==> src/rtl/noc_pkg.sv <==
// Shared definitions for the NoC traffic generator/checker node.
package noc_pkg;

    // Address-event packet layout (low 32 bits of a flit)
    localparam int PKT_W    = 32;
    localparam int FIELD_W  = 4;
    localparam int TS_W     = 16;
    localparam int DROW_LSB = 28;
    localparam int DCOL_LSB = 24;
    localparam int SROW_LSB = 20;
    localparam int SCOL_LSB = 16;
    localparam int TS_LSB   = 0;

    typedef enum logic [1:0] {
        MODE_UNIFORM   = 2'd0,
        MODE_TRANSPOSE = 2'd1,
        MODE_HOTSPOT   = 2'd2,
        MODE_EAST      = 2'd3
    } mode_e;

    typedef enum logic [1:0] {
        ST_IDLE = 2'd0,
        ST_GAP  = 2'd1,
        ST_SEND = 2'd2,
        ST_DONE = 2'd3
    } state_e;

    // x^16+x^14+x^13+x^11+1 in right-shifting Fibonacci form: feedback is
    // the XOR of bits 0,2,3,5 and enters at bit 15.
    localparam logic [15:0] LFSR_TAPS = 16'h002D;

    function automatic logic [15:0] sat_inc16(input logic [15:0] v);
        return (v == 16'hFFFF) ? v : v + 16'd1;
    endfunction

endpackage

==> src/rtl/noc_lfsr16.sv <==
// 16-bit Fibonacci LFSR that steps only when asked to.
module noc_lfsr16
    import noc_pkg::*;
(
    input  logic        clk_i,
    input  logic        rst_i,
    input  logic [15:0] seed_i,
    input  logic        advance_i,
    output logic [15:0] value_o
);

    logic [15:0] value_q;

    // Load the seed on reset, shift one step per advance request.
    always_ff @(posedge clk_i) begin
        if (rst_i)
            value_q <= seed_i;
        else if (advance_i)
            value_q <= {^(value_q & LFSR_TAPS), value_q[15:1]};
    end

    assign value_o = value_q;

endmodule

==> src/rtl/noc_traffic_node.sv <==
// Per-node traffic injector and delivery checker for the spiking NoC mesh.
module noc_traffic_node
    import noc_pkg::*;
#(
    parameter int          ROWS       = 2,
    parameter int          COLS       = 2,
    parameter int          DATA_WIDTH = 32,
    parameter int          MY_ROW     = 0,
    parameter int          MY_COL     = 0,
    parameter int          HOT_ROW    = 0,
    parameter int          HOT_COL    = 0,
    parameter logic [15:0] SEED       = 16'hACE1
)(
    input  logic                  clk_i,
    input  logic                  rst_i,
    input  logic                  start_i,
    input  logic [1:0]            mode_i,
    input  logic [15:0]           num_packets_i,
    input  logic [7:0]            gap_i,
    input  logic                  stats_clear_i,
    output logic                  tx_valid_o,
    input  logic                  tx_ready_i,
    output logic [DATA_WIDTH-1:0] tx_data_o,
    input  logic                  rx_valid_i,
    output logic                  rx_ready_o,
    input  logic [DATA_WIDTH-1:0] rx_data_i,
    output logic                  busy_o,
    output logic                  done_o,
    output logic [15:0]           sent_count_o,
    output logic [15:0]           recv_count_o,
    output logic [31:0]           latency_sum_o,
    output logic [15:0]           latency_max_o,
    output logic [15:0]           misroute_count_o
);

    localparam int          RB        = (ROWS > 1) ? $clog2(ROWS) : 1;
    localparam int          CB        = (COLS > 1) ? $clog2(COLS) : 1;
    localparam logic [3:0]  ROW_MASK  = 4'((1 << RB) - 1);
    localparam logic [3:0]  COL_MASK  = 4'((1 << CB) - 1);
    localparam logic [3:0]  MY_R      = 4'(MY_ROW);
    localparam logic [3:0]  MY_C      = 4'(MY_COL);
    localparam logic [3:0]  HOT_R     = 4'(HOT_ROW);
    localparam logic [3:0]  HOT_C     = 4'(HOT_COL);
    localparam logic [3:0]  EAST_C    = 4'((MY_COL + 1) % COLS);
    localparam logic [15:0] SEED_MIX  = SEED ^ {8'h00, MY_R, MY_C};
    localparam logic [15:0] LFSR_INIT = (SEED_MIX == 16'h0) ? SEED : SEED_MIX;
    // Fixed patterns that would address this node itself produce no traffic
    localparam bit TRANS_SELF = (MY_ROW == MY_COL);
    localparam bit HOT_SELF   = (HOT_ROW == MY_ROW) && (HOT_COL == MY_COL);
    localparam bit EAST_SELF  = (COLS == 1);

    state_e      state_q, state_d;
    mode_e       mode_q, mode_d;
    logic [15:0] num_q, num_d, sent_q, sent_d, ts_q, ts_d, cyc_q;
    logic [7:0]  gap_q, gap_d, gcnt_q, gcnt_d;
    logic        advance, fixed_self;
    logic [15:0] lfsr;
    logic [4:0]  r5, c5;
    logic [3:0]  dst_r, dst_c;

    logic [15:0] recv_q, recv_d, lmax_q, lmax_d, mis_q, mis_d, lat;
    logic [31:0] lsum_q, lsum_d;
    logic [32:0] sum_ext;
    logic        rx_rdy_q, rx_fire;
    logic        unused_bits;

    noc_lfsr16 u_lfsr (
        .clk_i     (clk_i),
        .rst_i     (rst_i),
        .seed_i    (LFSR_INIT),
        .advance_i (advance),
        .value_o   (lfsr)
    );

    // Does the requested fixed pattern point back at this node?
    always_comb begin
        fixed_self = 1'b0;
        case (mode_e'(mode_i))
            MODE_TRANSPOSE: fixed_self = TRANS_SELF;
            MODE_HOTSPOT:   fixed_self = HOT_SELF;
            MODE_EAST:      fixed_self = EAST_SELF;
            default:        fixed_self = 1'b0;
        endcase
    end

    // Destination for the packet currently offered; lfsr and mode_q only
    // change between packets, so this stays stable while stalled.
    always_comb begin
        r5 = {1'b0, lfsr[7:4] & ROW_MASK};
        c5 = {1'b0, lfsr[3:0] & COL_MASK};
        if (r5 >= 5'(ROWS)) r5 = r5 - 5'(ROWS);
        if (c5 >= 5'(COLS)) c5 = c5 - 5'(COLS);
        if (r5[3:0] == MY_R && c5[3:0] == MY_C)
            c5 = (c5 + 5'd1 == 5'(COLS)) ? 5'd0 : c5 + 5'd1;
        dst_r = r5[3:0];
        dst_c = c5[3:0];
        case (mode_q)
            MODE_TRANSPOSE: begin dst_r = MY_C; dst_c = MY_R;   end
            MODE_HOTSPOT:   begin dst_r = HOT_R; dst_c = HOT_C; end
            MODE_EAST:      begin dst_r = MY_R; dst_c = EAST_C; end
            default: ;
        endcase
    end

    // Injection FSM: next state, run parameters, gap timer, timestamp capture.
    always_comb begin
        state_d = state_q;
        mode_d  = mode_q;
        num_d   = num_q;
        gap_d   = gap_q;
        gcnt_d  = gcnt_q;
        sent_d  = sent_q;
        ts_d    = ts_q;
        advance = 1'b0;
        case (state_q)
            ST_IDLE, ST_DONE: begin
                if (start_i) begin
                    mode_d = mode_e'(mode_i);
                    num_d  = num_packets_i;
                    gap_d  = gap_i;
                    sent_d = 16'd0;
                    if (num_packets_i == 16'd0 || fixed_self) begin
                        state_d = ST_DONE;
                    end else if (gap_i != 8'd0) begin
                        state_d = ST_GAP;
                        gcnt_d  = gap_i - 8'd1;
                    end else begin
                        state_d = ST_SEND;
                        ts_d    = cyc_q + 16'd1;
                    end
                end
            end
            ST_GAP: begin
                if (gcnt_q == 8'd0) begin
                    state_d = ST_SEND;
                    ts_d    = cyc_q + 16'd1;
                end else begin
                    gcnt_d = gcnt_q - 8'd1;
                end
            end
            ST_SEND: begin
                if (tx_ready_i) begin
                    advance = 1'b1;
                    sent_d  = sent_q + 16'd1;
                    if (sent_d == num_q) begin
                        state_d = ST_DONE;
                    end else if (gap_q != 8'd0) begin
                        state_d = ST_GAP;
                        gcnt_d  = gap_q - 8'd1;
                    end else begin
                        ts_d = cyc_q + 16'd1;
                    end
                end
            end
            default: state_d = ST_IDLE;
        endcase
    end

    // Receive statistics; a clear in the same cycle as an arrival keeps
    // only that arrival.
    always_comb begin
        recv_d  = stats_clear_i ? 16'd0 : recv_q;
        lsum_d  = stats_clear_i ? 32'd0 : lsum_q;
        lmax_d  = stats_clear_i ? 16'd0 : lmax_q;
        mis_d   = stats_clear_i ? 16'd0 : mis_q;
        lat     = cyc_q - rx_data_i[TS_LSB +: TS_W];
        sum_ext = '0;
        if (rx_fire) begin
            recv_d  = sat_inc16(recv_d);
            sum_ext = {1'b0, lsum_d} + {17'b0, lat};
            lsum_d  = sum_ext[32] ? 32'hFFFF_FFFF : sum_ext[31:0];
            if (lat > lmax_d) lmax_d = lat;
            if (rx_data_i[DROW_LSB +: FIELD_W] != MY_R ||
                rx_data_i[DCOL_LSB +: FIELD_W] != MY_C)
                mis_d = sat_inc16(mis_d);
        end
    end

    assign rx_fire = rx_valid_i && rx_rdy_q;

    // All state registers, cleared synchronously.
    always_ff @(posedge clk_i) begin
        if (rst_i) begin
            state_q  <= ST_IDLE;
            mode_q   <= MODE_UNIFORM;
            num_q    <= '0;
            gap_q    <= '0;
            gcnt_q   <= '0;
            sent_q   <= '0;
            ts_q     <= '0;
            cyc_q    <= '0;
            recv_q   <= '0;
            lsum_q   <= '0;
            lmax_q   <= '0;
            mis_q    <= '0;
            rx_rdy_q <= 1'b0;
        end else begin
            state_q  <= state_d;
            mode_q   <= mode_d;
            num_q    <= num_d;
            gap_q    <= gap_d;
            gcnt_q   <= gcnt_d;
            sent_q   <= sent_d;
            ts_q     <= ts_d;
            cyc_q    <= cyc_q + 16'd1;
            recv_q   <= recv_d;
            lsum_q   <= lsum_d;
            lmax_q   <= lmax_d;
            mis_q    <= mis_d;
            rx_rdy_q <= 1'b1;
        end
    end

    assign tx_valid_o       = (state_q == ST_SEND);
    assign tx_data_o        = tx_valid_o ? DATA_WIDTH'({dst_r, dst_c, MY_R, MY_C, ts_q}) : '0;
    assign rx_ready_o       = rx_rdy_q;
    assign busy_o           = (state_q == ST_GAP) || (state_q == ST_SEND);
    assign done_o           = (state_q == ST_DONE);
    assign sent_count_o     = sent_q;
    assign recv_count_o     = recv_q;
    assign latency_sum_o    = lsum_q;
    assign latency_max_o    = lmax_q;
    assign misroute_count_o = mis_q;

    // Source fields, upper flit bits and high LFSR bits carry no meaning here
    assign unused_bits = ^{rx_data_i, lfsr[15:8]};

endmodule

==> config.mk <==
export PLATFORM = sky130hd
export DESIGN_NAME = noc_traffic_node
export DESIGN_NICKNAME = d
export VERILOG_FILES = /design/src/rtl/noc_pkg.sv /design/src/rtl/noc_lfsr16.sv /design/src/rtl/noc_traffic_node.sv
export SDC_FILE = /design/constraint.sdc
export NUM_CORES = 1
export LEC_CHECK = 0
export ABC_AREA = 1
export BUFFER_PORTS_ARGS = -buffer_cell sky130_fd_sc_hd__buf_2
export CAP_MARGIN = 20
export CORE_ASPECT_RATIO = 0.6
export CORE_MARGIN = 10
export CORE_UTILIZATION = 45
export CTS_CLUSTER_DIAMETER = 60
export DETAILED_ROUTE_END_ITERATION = 16
export GPL_TIMING_DRIVEN = 0
export PLACE_DENSITY = 0.75
export SLEW_MARGIN = 20
export SYNTH_ARGS = -nofsm -noshare
export SYNTH_HDL_FRONTEND = slang
export SYNTH_SLANG_ARGS = --single-unit
==> constraint.sdc <==
create_clock -name clk_i -period 7.6 [get_ports clk_i]
set_clock_uncertainty 0.15 [all_clocks]
set_input_delay 0 -clock clk_i [delete_from_list [all_inputs] [get_ports clk_i]]
set_output_delay 0 -clock clk_i [all_outputs]
set_load 0.1 [all_outputs]
==> results of run 1 <==
-- layout by cell type (no fill, tap or decap), types with 9 or more instances in the layout --
cell type                       count
sky130_fd_sc_hd__nor3_1            37
sky130_fd_sc_hd__conb_1            14
sky130_fd_sc_hd__dlygate4sd3_1     32
sky130_fd_sc_hd__buf_2            179
sky130_fd_sc_hd__a21oi_1           97
sky130_fd_sc_hd__inv_1            258
sky130_fd_sc_hd__a31oi_1            9
sky130_fd_sc_hd__or2_2             11
sky130_fd_sc_hd__nand4_1           31
sky130_fd_sc_hd__o21ai_0           92
sky130_fd_sc_hd__dfxtp_1          181
sky130_fd_sc_hd__nor4_1            17
sky130_fd_sc_hd__clkbuf_1          33
sky130_fd_sc_hd__nor2b_1           11
sky130_fd_sc_hd__xnor2_1           15
sky130_fd_sc_hd__clkbuf_16         17
sky130_fd_sc_hd__nor2_1           268
sky130_fd_sc_hd__nand2_1          444
sky130_fd_sc_hd__ha_1              46
sky130_fd_sc_hd__buf_1             11
sky130_fd_sc_hd__xor2_1            40
sky130_fd_sc_hd__nand3_1          122
sky130_fd_sc_hd__buf_4             18
-- cell families (layout without fill, tap and decap cells) --
family | count (synthesis) | in the layout | share of synthesized area, %
AND/OR/NAND/NOR | 982 | 982 | 36.8
flip-flops | 181 | 181 | 31.3
XOR/XNOR | 57 | 57 | 4.49
adder cells (fa/ha/maj) | 48 | 48 | 5.31
AO/OA/AOI/OAI | 226 | 226 | 10.4
buffers and inverters | 336 | 571 | 11.7
other | 1 | 17 | 0.0324
-- through the flow --
step / power [mW] / cell area [µm²] / hold slack, ns
2_1_floorplan: 2.16 / 11600 / -0.00683
3_3_place_gp: 2.40 / 12900 / 0.126
3_5_place_dp: 2.43 / 12900 / 0.137
4_1_cts: 3.41 / 13900 / 0.0478
5_1_grt: 3.62 / 13900 / 0.0930
6_report: 3.41 / 13900 / 0.0600
-- sequential cells by signal, indices dropped and copies added (netlist names), 16 cells and up --
register,count
num_q,16
sent_count_o,16
recv_count_o,16
ts_q,16
latency_max_o,16
u_lfsr.value_o,16
latency_sum_o,32
misroute_count_o,16
cyc_q,16
-- final timing paths --
kind,startpoint,to,depth (start not counted)
max,cyc_q[0]$_SDFF_PP0_,latency_sum_o[22]$_SDFF_PP0_,25
min,start_i,sent_count_o[0]$_SDFFE_PP0P_,5
max reg2reg,cyc_q[0]$_SDFF_PP0_,latency_sum_o[22]$_SDFF_PP0_,25
min reg2reg,u_lfsr.value_o[7]$_SDFFE_PP1P_,u_lfsr.value_o[6]$_SDFFE_PP1P_,2
-- area by class of cell --
cell class                      count  area share [%]
Multi-Input combinational cell   1327            48.0
Sequential cell                   181            26.1
Timing Repair Buffer              204            8.52
Inverter                          265            7.18
Clock buffer                       19            3.27
Tap cell                          329            2.97
Buffer                             71            2.58
Clock inverter                     12            1.26
Antenna cell                        3          0.0542
-- cells in the mapped netlist, types with 4 or more instances --
cell,instances,area share [%]
sky130_fd_sc_hd__clkbuf_1,33,1.1
sky130_fd_sc_hd__nand4_1,31,1.7
sky130_fd_sc_hd__a31oi_1,9,0.49
sky130_fd_sc_hd__dfxtp_1,181,31
sky130_fd_sc_hd__nand3_1,122,5.3
sky130_fd_sc_hd__nand3b_1,8,0.52
sky130_fd_sc_hd__nor2_1,268,8.7
sky130_fd_sc_hd__nor3_1,37,1.6
sky130_fd_sc_hd__inv_2,5,0.16
sky130_fd_sc_hd__nand2_1,444,14
sky130_fd_sc_hd__ha_1,46,5.0
sky130_fd_sc_hd__buf_4,18,1.2
sky130_fd_sc_hd__xor2_1,40,3.0
sky130_fd_sc_hd__o21ai_1,4,0.17
sky130_fd_sc_hd__buf_2,7,0.30
sky130_fd_sc_hd__xnor2_1,15,1.1
sky130_fd_sc_hd__inv_1,258,8.4
sky130_fd_sc_hd__nand2_2,6,0.32
sky130_fd_sc_hd__nor2b_1,11,0.59
sky130_fd_sc_hd__buf_1,11,0.36
sky130_fd_sc_hd__nand3_2,7,0.60
sky130_fd_sc_hd__o21ai_0,92,4.0
sky130_fd_sc_hd__nor4_1,17,0.92
sky130_fd_sc_hd__a21oi_1,97,4.2
sky130_fd_sc_hd__nor3b_1,4,0.26
sky130_fd_sc_hd__o211ai_1,8,0.52
sky130_fd_sc_hd__or2_2,11,0.59
-- worst max-delay path: cells and delay by family (launching register included) --
family	cells	cell delay, ns
and+or+nand+nor	14	1.66
adders and majority gates	3	0.97
AOI/OAI and AO/OA	4	0.60
xor gates and xnor gates	1	0.53
buffers and inverters	3	0.47
DFF	1	0.34
-- routing by layer --
layer  vias to the layer above  GRT usage [%]  share of wire [%]
met5                         -              0                  0
met4                         0           7.75                2.5
met3                        52           6.15                 10
met2                       524           33.4                 40
met1                      5611           32.8                 47
li1                       6277              -                  -
-- power groups by stage --
stage               Clock (mW)  Sequential [mW]  Combinational (mW)
detailed placement           0             1.18                1.25
global placement             0             1.17                1.23
finish                   0.963             1.16                1.29
floorplan                    0             1.25               0.905
CTS                      0.978             1.16                1.28
global route              1.01             1.17                1.43
==> flow_metrics.py, run 1 <==
metrics = {
    "timing": {
        "slew_headroom_pct": 39.3,
        "timing_hold_violations_final": 0,
        "sum_neg_setup_slack_ns": 0,
        "post-route-min-period_ns": 4.88,
        "fin_crit_sh_pct": 64.2,
        "unrepaired_setup_endpoints_after_global_routing": "false",
        "timing.final.setup_violations": 0,
        "worstMarginPinSlew_ns": 0.910,
        "timing.fmax_mhz": 205,
        "final_max_slew_violation_count": 0,
        "setup_slack_ns": 2.72,
    },
    "run": {
        "maxCapViolCount": 0,
    },
    "clock_tree": {
        "cts_buffer_depth": 2,
        "cts_hold_repair.buffers": 32,
        "numCtsBuffers": 17,
        "tritoncts_num_sinks": 181,
        "cts_htree_levels": 4,
        "clk_pin_slew_worst_paths_ns": 0.07,
        "worstSkewPairLatency_ns": 0.45,
        "cts-resized-gates": 0,
        "postCtsSetupRepairBufs": 0,
        "clockRootBuffer": "sky130_fd_sc_hd__clkbuf_16",
        "tritoncts": "done",
    },
    "floorplanning": {
        "rows": 45,
        "core_area_um2": 25300,
        "chipWidth_um": 227,
        "die-height_um": 144,
        "floorplan.io_pins": 196,
        "initial_utilization_pct": 45.8,
        "floorplan.die_area_um2": 32800,
    },
    "logic_synthesis": {
        "dominantRegCellSynth": "sky130_fd_sc_hd__dfxtp_1",
        "async_set_reset_flop_share_out_of_synthesis_pct": 0,
        "post_synthesis_sequential_area_ratio_pct": 31.3,
        "synth-seq-cells": 181,
        "synthDistinctLibCells": 51,
        "postSynthCellCount": 1831,
        "synth-warning-count": 0,
        "synth-edff-count": 0,
        "mappedNetlistArea_um2": 11600,
        "syn_avg_cell_area_um2": 6.33,
    },
    "worst_setup_path": {
        "max_stage_delay_ns": 0.53,
        "path_common_cell": "sky130_fd_sc_hd__nand2_1",
        "cp.required_ns": 7.74,
        "worst_setup_path_start_kind": "register",
        "r2r_setup_slack_ns": 2.72,
        "critical_path_class": "register to register",
        "arrival_ns": 5.02,
        "type_of_destination_of_the_critical_path": "register",
        "timing.critical_path.fanout_max": 10,
        "slowest_stage": "sky130_fd_sc_hd__xor2_1",
    },
    "global_routing": {
        "grt.overflow.total": 0,
        "grt_antenna_before_repair": 1,
        "grt_use_total_pct": 23.2,
        "via_count_of_the_first_global_routing_pass": 11196,
        "wire_length_of_the_first_global_routing_pass_um": 59700,
        "grt_start_max_net_pins": 17,
    },
    "hold_path": {
        "worstHoldPathType": "input pin to register",
    },
    "power": {
        "power.sequential.fraction_pct": 34.0,
        "power_switching_share_pct": 40.5,
        "power_per_cell_area_nw_per_um2": 246,
        "power.switching_mw": 1.38,
        "power.leakage_nw": 6.83,
        "power_frac_clock_pct": 28.2,
        "max-vdd-ir-drop_mv": 0.148,
        "p_int_mw": 2.03,
        "combinationalPowerShare_pct": 37.8,
    },
    "route": {
        "detail_route.wl_per_cell_um": 16.1,
        "avgViaCountPerCell": 5.17,
        "drc": 0,
        "dr_total_vias": 12464,
        "postRouteWirelength_um": 38700,
        "detail_route.first_pass.iterations": 6,
        "dr.first_iter.drc_count": 1391,
        "antenna_left": 0,
    },
    "cells_and_area": {
        "final_layout_size_suffix_gt1_share_pct": 13.2,
        "finish.utilization_pct": 54.8,
        "area_growth_syn_to_layout_pct": 19.7,
        "multi_input_area_um2": 6660,
        "fillCellCount": 2500,
        "sequential_cell_area_um2": 3620,
        "finalNonFillerCells": 2411,
        "layout.nets": 2179,
    },
    "place": {
        "placedCellCount": 2345,
        "place.port_buffers": 172,
        "place.gp.congestion": 0.953,
        "hpwl_um": 30400,
        "post-place-ws_ns": 2.91,
    },
    "outcome": {
        "run_status": "complete, no violations",
    },
}
Note: power is estimated with default switching activity, not from simulation.
==> run 2, diff against run 1 <==
--- a/config.mk
+++ b/config.mk
@@ -14,7 +14,7 @@
 export CTS_CLUSTER_DIAMETER = 60
 export DETAILED_ROUTE_END_ITERATION = 16
 export GPL_TIMING_DRIVEN = 0
-export PLACE_DENSITY = 0.75
+export PLACE_DENSITY = 0.78
 export SLEW_MARGIN = 20
 export SYNTH_ARGS = -nofsm -noshare
 export SYNTH_HDL_FRONTEND = slang
==> constraint.sdc (replaced) <==
create_clock -name clk_i -period 4.1 [get_ports clk_i]
set_clock_uncertainty 0.15 [all_clocks]
set_input_delay 0 -clock clk_i [delete_from_list [all_inputs] [get_ports clk_i]]
set_output_delay 0 -clock clk_i [all_outputs]
set_load 0.1 [all_outputs]
==> flow_metrics.py, run 2 (synthesized netlist as in run 1, its figures left out) <==
metrics = {
    "timing": {
        "final_max_slew_violation_count": 0,
        "slew_headroom_pct": 47.6,
        "fin_crit_sh_pct": 97.7,
        "sum_neg_setup_slack_ns": 0,
        "timing.final.setup_violations": 0,
        "timing_hold_violations_final": 0,
        "worstMarginPinSlew_ns": 0.786,
        "fin_worst_hold_slack_ns": 0.0469,
        "timing.fmax_mhz": 250,
        "post-route-min-period_ns": 4.01,
    },
    "clock_tree": {
        "numCtsBuffers": 17,
        "worstSkewPairLatency_ns": 0.45,
        "cts_buffer_depth": 2,
        "tritoncts_num_sinks": 181,
        "clk_pin_slew_worst_paths_ns": 0.07,
        "cts_htree_levels": 4,
        "clockRootBuffer": "sky130_fd_sc_hd__clkbuf_16",
        "tritoncts": "done",
    },
    "place": {
        "hpwl_um": 30000,
        "place.gp.congestion": 0.966,
        "place.port_buffers": 172,
        "dpl_cell_area_um2": 12900,
    },
    "worst_setup_path": {
        "r2r_setup_slack_ns": 0.09,
        "type_of_destination_of_the_critical_path": "register",
        "cp.required_ns": 4.29,
        "timing.critical_path.fanout_max": 6,
        "worstSetupStartpoint": "cyc_q[0]$_SDFF_PP0_",
        "timing.rr.start": "cyc_q[0]$_SDFF_PP0_",
        "critical_path_class": "register to register",
        "worstSetupEndpoint": "latency_max_o[5]$_SDFF_PP0_",
        "worst-r2r-cell-count": 27,
        "critical_path.reg2reg.endpoint": "latency_max_o[5]$_SDFF_PP0_",
        "worst_setup_path_start_kind": "register",
        "arrival_ns": 4.20,
    },
    "power": {
        "power.sequential.fraction_pct": 34.8,
        "power_frac_clock_pct": 25.9,
        "max-vdd-ir-drop_mv": 0.300,
        "power.switching_mw": 2.58,
        "p_int_mw": 3.63,
        "combinationalPowerShare_pct": 39.3,
        "power_per_cell_area_nw_per_um2": 437,
        "power.leakage_nw": 6.95,
        "power_switching_share_pct": 41.5,
    },
    "global_routing": {
        "grt_start_max_net_pins": 17,
        "met2_usage_pct": 34.0,
        "met1_usage_pct": 32.0,
        "grt.overflow.total": 0,
        "grt_use_total_pct": 23.4,
        "via_count_of_the_first_global_routing_pass": 11599,
        "wire_length_of_the_first_global_routing_pass_um": 60600,
        "global_route.usage.met3_pct": 7.34,
        "grt_antenna_before_repair": 2,
        "grt-busiest-layer": "met2",
    },
    "cells_and_area": {
        "layout.cells.most_common": "sky130_fd_sc_hd__nand2_1",
        "number_of_flip_flops_under_the_largest_register_name": 32,
        "final_layout_size_suffix_gt1_share_pct": 15.9,
        "commonest_cells_after_routing_fill_and_taps_aside": "sky130_fd_sc_hd__nand2_1 (438), sky130_fd_sc_hd__nor2_1 (264), sky130_fd_sc_hd__inv_1 (256)",
        "design_area_um2": 14200,
        "layout.nets": 2194,
        "area_growth_syn_to_layout_pct": 22.6,
    },
    "floorplanning": {
        "floorplan.die_area_um2": 32800,
        "floorplan.io_pins": 196,
        "rows": 45,
        "die-height_um": 144,
        "chipWidth_um": 227,
        "initial_utilization_pct": 45.8,
        "core_area_um2": 25300,
    },
    "route": {
        "detail_route.wl_per_cell_um": 16.2,
        "dr.first_iter.drc_count": 1342,
        "dr_total_vias": 12804,
        "detail_route.first_pass.iterations": 6,
        "postRouteWirelength_um": 39300,
        "antenna_left": 0,
        "drc": 0,
        "avgViaCountPerCell": 5.28,
    },
    "run": {
        "maxCapViolCount": 0,
    },
    "hold_path": {
        "holdCritStartpoint": "stats_clear_i",
        "worstHoldPathType": "input pin to register",
    },
    "outcome": {
        "run_status": "complete, no violations",
    },
}
==> run 2: cell count changes in the layout (fill, tap and decap cells not counted), sizes merged <==
cell / change
diode: -1
dlygate4sd3: +1
clkbuf: +6
bufinv: -3
inv: -2
clkinvlp: +1
buf: +12
==> run 2: worst min-delay path by stage <==
stage	to	cells past startpoint	slack (ns)
after detailed placement	num_q[10]$_SDFFE_PP0P_	3	0.13
after CTS	recv_count_o[13]$_SDFF_PP0_	5	0.009
after global placement	num_q[10]$_SDFFE_PP0P_	3	0.12
after global routing	recv_count_o[13]$_SDFF_PP0_	5	0.04
final	recv_count_o[13]$_SDFF_PP0_	5	0.05
after floorplan	gap_q[7]$_SDFFE_PP0P_	2	-0.007
==> run 2: metal layers <==
metal	part of all wire [%]	vias up
li1	-	6302
met1	44	5761
met2	41	654
met3	12	87
met4	2.6	0
met5	0	-
==> run 2: final cells by class <==
class	count	area, µm²
well taps	329	412
multi-input cells	1327	6860
fillers	2435	11100
plain buffers	71	398
repair buffers	219	1340
clock buffers	23	488
clock inverters	8	75.1
diodes	2	5.00
inverters	265	1000
flip-flops and latches	181	3630
==> run 2: per-stage QoR <==
step | std cells | worst slack [ns] | power (mW) | utilization (%)
6_report | 2425 | 0.0927 | 6.21 | 56.2
4_1_cts | 2416 | 0.0193 | 6.16 | 55.1
2_1_floorplan | 1844 | 0.551 | 4.00 | -
3_5_place_dp | 2345 | -0.490 | 4.50 | 51.1
3_3_place_gp | 2345 | -0.522 | 4.45 | 51.1
5_1_grt | 2425 | -0.0662 | 6.59 | 56.2
==> run 2: power by group through the flow <==
| stage | sequential [mW] | combinational [mW] | clock (mW) |
|---|---|---|---|
| CTS | 2.15 | 2.38 | 1.63 |
| finish | 2.16 | 2.44 | 1.61 |
| detailed placement | 2.19 | 2.31 | 0 |
| global route | 2.18 | 2.70 | 1.70 |
| floorplan | 2.32 | 1.68 | 0 |
| global placement | 2.18 | 2.27 | 0 |
==> run 2: what timing repair did <==
item	in CTS	in global routing
hold endpoints to repair	35	0
endpoints found under the setup margin	48	49
gates resized for setup	23	48
cloned	1	2
pin swaps	6	19
setup buffers	6	6
hold buffers	33	0
==> run 2: worst max-delay path, cell delays in order, from the launching register on <==
cell	delay [ns]
sky130_fd_sc_hd__dfxtp_4	0.36
sky130_fd_sc_hd__inv_4	0.06
sky130_fd_sc_hd__ha_2	0.17
sky130_fd_sc_hd__inv_2	0.05
sky130_fd_sc_hd__fa_2	0.39
sky130_fd_sc_hd__nand2_2	0.08
sky130_fd_sc_hd__nand3_2	0.07
sky130_fd_sc_hd__nand3_2	0.11
sky130_fd_sc_hd__nand2_4	0.07
sky130_fd_sc_hd__nand2_2	0.10
sky130_fd_sc_hd__nand2_2	0.06
sky130_fd_sc_hd__a21oi_2	0.15
sky130_fd_sc_hd__o21bai_2	0.12
sky130_fd_sc_hd__a21oi_2	0.19
sky130_fd_sc_hd__o21ai_2	0.12
sky130_fd_sc_hd__xor2_4	0.32
sky130_fd_sc_hd__ha_4	0.26
sky130_fd_sc_hd__nand2_1	0.06
sky130_fd_sc_hd__inv_1	0.05
sky130_fd_sc_hd__o21ai_2	0.07
sky130_fd_sc_hd__a21oi_2	0.05
sky130_fd_sc_hd__nor3b_2	0.20
sky130_fd_sc_hd__nand3_2	0.19
sky130_fd_sc_hd__nand2_8	0.15
sky130_fd_sc_hd__clkbuf_16	0.15
sky130_fd_sc_hd__nand2_1	0.04
sky130_fd_sc_hd__nand2_1	0.05
sky130_fd_sc_hd__nor2_1	0.05
